$ cat config.mk
export PLATFORM = sky130hd
export DESIGN_NAME = io_fifo_bridge
export DESIGN_NICKNAME = d
export VERILOG_FILES = /design/src/rtl/io_bridge_pkg.sv /design/src/rtl/sync_fifo.sv /design/src/rtl/io_fifo_bridge.sv
export SDC_FILE = /design/constraint.sdc
export NUM_CORES = 1
export LEC_CHECK = 0
export BUFFER_PORTS_ARGS = -buffer_cell sky130_fd_sc_hd__buf_4
export CAP_MARGIN = 40
export CORE_MARGIN = 2
export CORE_UTILIZATION = 35
export DETAILED_ROUTE_END_ITERATION = 8
export GPL_ROUTABILITY_DRIVEN = 1
export SLEW_MARGIN = 20
export SYNTH_ARGS = -nofsm -noshare
export SYNTH_HDL_FRONTEND = slang
export SYNTH_SLANG_ARGS = --single-unit
$ cat constraint.sdc
create_clock -name clk -period 5.04 [get_ports clk]
set_clock_uncertainty 0.1 [all_clocks]
set_input_delay 1.008 -clock clk [delete_from_list [all_inputs] [get_ports clk]]
set_output_delay 1.008 -clock clk [all_outputs]
set_load 0.02 [all_outputs]
$ cat src/rtl/io_bridge_pkg.sv
// rtl/io_bridge_pkg.sv - shared widths, default FIFO depths and byte helpers for io_fifo_bridge
package io_bridge_pkg;

  localparam int BYTE_W            = 8;
  localparam int WORD_W            = 32;
  localparam int TX_DEPTH_LOG2_DEF = 4;
  localparam int RX_DEPTH_LOG2_DEF = 4;

  function automatic logic [WORD_W-1:0] zext_byte(input logic [BYTE_W-1:0] b);
    return {{(WORD_W-BYTE_W){1'b0}}, b};
  endfunction

endpackage

$ cat src/rtl/sync_fifo.sv
// rtl/sync_fifo.sv - single-clock FIFO with MSB-extended binary pointers
module sync_fifo #(
  parameter int WIDTH      = 8,
  parameter int DEPTH_LOG2 = 4
) (
  input  logic                  clk,
  input  logic                  rst,
  input  logic                  push,
  input  logic                  pop,
  input  logic [WIDTH-1:0]      din,
  output logic [WIDTH-1:0]      dout,
  output logic                  full,
  output logic                  empty,
  output logic [DEPTH_LOG2:0]   count
);

  localparam logic [DEPTH_LOG2:0] PTR_ONE = {{DEPTH_LOG2{1'b0}}, 1'b1};

  logic [WIDTH-1:0]    mem [2**DEPTH_LOG2];
  logic [DEPTH_LOG2:0] wr_ptr;
  logic [DEPTH_LOG2:0] rd_ptr;

  assign count = wr_ptr - rd_ptr;
  assign empty = (wr_ptr == rd_ptr);
  assign full  = (wr_ptr[DEPTH_LOG2] != rd_ptr[DEPTH_LOG2]) &&
                 (wr_ptr[DEPTH_LOG2-1:0] == rd_ptr[DEPTH_LOG2-1:0]);
  assign dout  = mem[rd_ptr[DEPTH_LOG2-1:0]];

  // Caller guarantees push only when there is room (or a same-cycle pop) and pop only when non-empty.
  always_ff @(posedge clk or negedge rst) begin
    if (!rst) begin
      wr_ptr <= '0;
      rd_ptr <= '0;
    end else begin
      if (push) wr_ptr <= wr_ptr + PTR_ONE;
      if (pop)  rd_ptr <= rd_ptr + PTR_ONE;
    end
  end

  always_ff @(posedge clk) begin
    if (push) mem[wr_ptr[DEPTH_LOG2-1:0]] <= din;
  end

endmodule

$ cat src/rtl/io_fifo_bridge.sv
// rtl/io_fifo_bridge.sv - core I/O port to UART byte FIFOs; IO_BRIDGE_RX_FWD_EN enables RX bypass
module io_fifo_bridge
  import io_bridge_pkg::*;
#(
  parameter int TX_DEPTH_LOG2 = TX_DEPTH_LOG2_DEF,
  parameter int RX_DEPTH_LOG2 = RX_DEPTH_LOG2_DEF
) (
  input  logic              clk,
  input  logic              rst,
  input  logic              out_issued,
  input  logic [WORD_W-1:0] out_data,
  output logic              out_stall,
  input  logic              in_issued,
  output logic [WORD_W-1:0] in_data,
  output logic              in_stall,
  input  logic [WORD_W-1:0] result_bytes,
  output logic [BYTE_W-1:0] tx_byte,
  output logic              tx_valid,
  input  logic              tx_ready,
  input  logic [BYTE_W-1:0] rx_byte,
  input  logic              rx_valid,
  output logic [WORD_W-1:0] tx_count,
  output logic              done,
  output logic              rx_overrun
);

  logic                   tx_full, tx_empty, tx_push, tx_pop;
  logic                   rx_full, rx_empty, rx_push, rx_pop;
  logic                   rx_fwd;
  logic [BYTE_W-1:0]      rx_head;
  logic [TX_DEPTH_LOG2:0] tx_level;
  logic [RX_DEPTH_LOG2:0] rx_level;
  logic                   unused_bits;

  assign unused_bits = ^{out_data[WORD_W-1:BYTE_W], tx_level, rx_level};

  // TX: a full FIFO refuses the push even if the UART drains an entry this cycle.
  assign out_stall = out_issued && tx_full;
  assign tx_push   = out_issued && !tx_full;
  assign tx_valid  = !tx_empty;
  assign tx_pop    = tx_valid && tx_ready;

  sync_fifo #(.WIDTH(BYTE_W), .DEPTH_LOG2(TX_DEPTH_LOG2)) u_tx_fifo (
    .clk   (clk),
    .rst   (rst),
    .push  (tx_push),
    .pop   (tx_pop),
    .din   (out_data[BYTE_W-1:0]),
    .dout  (tx_byte),
    .full  (tx_full),
    .empty (tx_empty),
    .count (tx_level)
  );

`ifdef IO_BRIDGE_RX_FWD_EN
  assign rx_fwd = rx_empty && rx_valid && in_issued;
`else
  assign rx_fwd = 1'b0;
`endif

  // RX: a full FIFO still takes the strobe when the core reads in the same cycle.
  assign rx_pop   = in_issued && !rx_empty;
  assign rx_push  = rx_valid && !rx_fwd && (!rx_full || rx_pop);
  assign in_stall = in_issued && rx_empty && !rx_fwd;

  always_comb begin
    in_data = '0;
    if (rx_fwd)         in_data = zext_byte(rx_byte);
    else if (!rx_empty) in_data = zext_byte(rx_head);
  end

  sync_fifo #(.WIDTH(BYTE_W), .DEPTH_LOG2(RX_DEPTH_LOG2)) u_rx_fifo (
    .clk   (clk),
    .rst   (rst),
    .push  (rx_push),
    .pop   (rx_pop),
    .din   (rx_byte),
    .dout  (rx_head),
    .full  (rx_full),
    .empty (rx_empty),
    .count (rx_level)
  );

  always_ff @(posedge clk or negedge rst) begin
    if (!rst) begin
      tx_count   <= '0;
      done       <= 1'b0;
      rx_overrun <= 1'b0;
    end else begin
      if (tx_pop) tx_count <= tx_count + 32'd1;
      if (rx_valid && rx_full && !rx_pop) rx_overrun <= 1'b1;
      if ((result_bytes != '0) && (tx_count >= result_bytes) && tx_empty) done <= 1'b1;
    end
  end

endmodule

==> out/summary.txt <==
R2R depth: 6
post_cts resized: 0
Slew Viols, Final: 0
worst rel slew slack: 45.9%
Tcrit/Tclk final: 81.5%
die area: 40,500 µm²
most common flop cell mapped by yosys: edfxtp_1
chip height: 201 µm
met2 GRT Util: 22.2%
setup bufs post-CTS: 0
CTS tree: done
Yosys cell types: 50
IO Count: 155
fillcell total: 3,500
status: complete, no violations
total power per unit cell area: 518 nW/µm²
routed wire length: 26,400 µm
Initial Util: 35.4%
worst setup path start: u_rx_fifo.rd_ptr[0]$_DFFE_PN0P_
total CTS buffers: 34
compound-cell area share of the yosys netlist: 2.01%
Worst IR Drop VDD: 328 µV
Hold Path Stages: 1
CTS max path bufs: 3
Worst EP arrival: 3.00 ns
Finish-stage setup viols: 0
CP startpoint kind: register
leading cell type in the layout, fill and taps excluded: edfxtp_1
IO Port Bufs: 106
total grt overflow: 0
worst slack at placement: 1.41 ns
Post-Syn Instances: 781
total negative slack: 0 ns
reg2reg start: u_tx_fifo.rd_ptr[0]$_DFFE_PN0P_
total number of vias: 6,996
Mapped Avg Cell Area: 17.4 µm²
busiest metal layer after global routing: met2
initial antenna violation count: 0
mux share of post-synthesis cell area: 13.5%
average wire per standard cell: 18.0 µm
placed wire-length estimate: 18,400 µm
Root Driver: clkbuf_16
Hold WS: 0.355 ns
Residual DRC: 0
die width: 201 µm
Final Hold Viols: 0
clk sinks: 310
simple-gate share of the synthesized area: 6.71%
share of the synthesized area in the top cell type: 56.5%
leakage: 5.95 nW
row count: 72
Synth Area in XOR/XNOR: 3.73%
first-pass GRT wire length: 41,500 µm
GRT met1 Usage: 17.5%
number of synthesized flops with an enable pin: 256
CTS clk-pin slew, worst paths: 0.05 ns
CP Max Fanout: 21
gr usage total: 13.1%
hold path start: rx_overrun$_DFFE_PN0P_
Final WS setup: 0.934 ns
htree depth: 2
DRT iter0 DRCs: 483
Synth area leader: edfxtp_1
crit path time final: 4.11 ns
largest family of logic cells by synthesized area: multiplexers
largest cells by area after synthesis: edfxtp_1 56%, mux4_2 13%, dfrtp_1 9.9%
fin nets: 1,041
Max Clk Rate: 244 MHz
RSZ-0062 raised after global routing: false
ANT cells: 0
ANT nets after route: 0
area delta synth->final: 17.9%
Slew @ Worst Pin: 0.808 ns
Setup CP Type: reg -> out
ys async rst share: 17.4%
endpoint class of the critical path: primary output
pin count of the biggest net entering global routing: 55
Synth Area in Adders: 3.95%
core area: 38,500 µm²
number of vias per cell: 4.79
Worst Hold Class: reg -> reg
Final GP Congestion: 0.759
yosys warns: 0
hold-fix buffer count after cts: 0
multi-input logic area: 4180 µm²
Yosys reg bits: 310
Worst EP required: 3.93 ns
most frequent cells in the layout: 256 x edfxtp_1, 126 x buf_4, 80 x mux4_2, 52 x dfrtp_1, 45 x inv_1
Skew-Pair Late Insertion Delay: 0.51 ns
number of global-route vias before repair: 7,113
Mapped Area: 13,600 µm²
GRT met3 Usage: 2.46%
max-cap violations: 0
storage element area: 9040 µm²
drt pass-1 iters: 4
share of layout cells above drive strength 1: 29.6%
post-synthesis sequential area ratio: 66.4%
==> per-layer routing <==
layer | part of all wire [%] | wire length [µm]
met5 | 0 | 0
met4 | 1.8 | 465
met3 | 3.4 | 893
met2 | 50 | 13300
met1 | 45 | 11700
==> metrics by stage <==
| step | power [mW] | utilization, % | cells | instance area, µm² |
|---|---|---|---|---|
| floorplan | 5.27 | - | 804 | 13700 |
| global placement | 6.03 | 38.9 | 1392 | 15000 |
| detailed placement | 6.08 | 39.0 | 1398 | 15000 |
| CTS | 8.41 | 41.6 | 1458 | 16000 |
| global route | 8.75 | 41.7 | 1462 | 16000 |
| finish | 8.31 | 41.7 | 1462 | 16000 |
==> registers in the layout, indices dropped and copies added, names as in the netlist <==
name	count
u_tx_fifo.mem	128
u_tx_fifo.rd_ptr	5
rx_overrun	1
u_rx_fifo.mem	128
u_rx_fifo.rd_ptr	5
u_tx_fifo.wr_ptr	5
done	1
tx_count	32
u_rx_fifo.wr_ptr	5
==> cells in the mapped netlist, drive strengths merged (4+ instances only) <==
cell type	count
edfxtp	256
mux4	80
dfrtp	54
inv	45
ha	43
buf	40
xnor2	40
nand2	23
nand4	22
nor2	22
xor2	18
nand3	15
nor3	12
clkbuf	11
a21oi	10
and3	10
nor4	10
o21ai	9
and2	8
nor2b	8
nor3b	8
a21o	7
a21boi	4
and4	4
nor4b	4
==> report_power, final <==
group | internal, mW | switching (mW) | leakage [nW]
clock network | 1.33 | 0.974 | 0.489
logic | 1.31 | 1.24 | 2.46
registers | 3.11 | 0.355 | 3.00
==> cell type report <==
cell class / instances / share of cell area (%)
well taps: 518 / 4.04
clock inverters: 16 / 0.725
flip-flops and latches: 310 / 56.3
clock buffers: 44 / 5.67
inverters: 45 / 1.05
multi-input cells: 398 / 26.1
repair buffers: 131 / 6.11
==> worst max-delay path, cell delays in order (launching register included) <==
cell	delay, ns
dfrtp_2	0.80
buf_4	0.35
mux4_2	0.55
mux4_2	0.47
nor2b_1	0.14
buf_4	0.15
==> final timing paths <==
check	end	slack [ns]
min in group asynchronous	tx_count[0]$_DFFE_PN0P_	0.44
max in group asynchronous	u_rx_fifo.rd_ptr[0]$_DFFE_PN0P_	3.88
setup reg to reg	u_tx_fifo.mem[13][7]$_DFFE_PP_	2.06
setup / recovery	in_data[5]	0.93
hold / removal	rx_overrun$_DFFE_PN0P_	0.35
hold reg to reg	rx_overrun$_DFFE_PN0P_	0.35
==> cells by family (layout without fill, tap and decap cells) <==
| kind of cell | Yosys count | count (layout) |
|---|---|---|
| compound gates | 39 | 39 |
| flops | 310 | 310 |
| buf+inv | 96 | 236 |
| simple gates | 151 | 151 |
| other cells | 1 | 24 |
| fa+ha+maj | 43 | 43 |
| mux | 83 | 83 |
| xor+xnor | 58 | 58 |
Note: power is estimated with default switching activity, not from simulation.
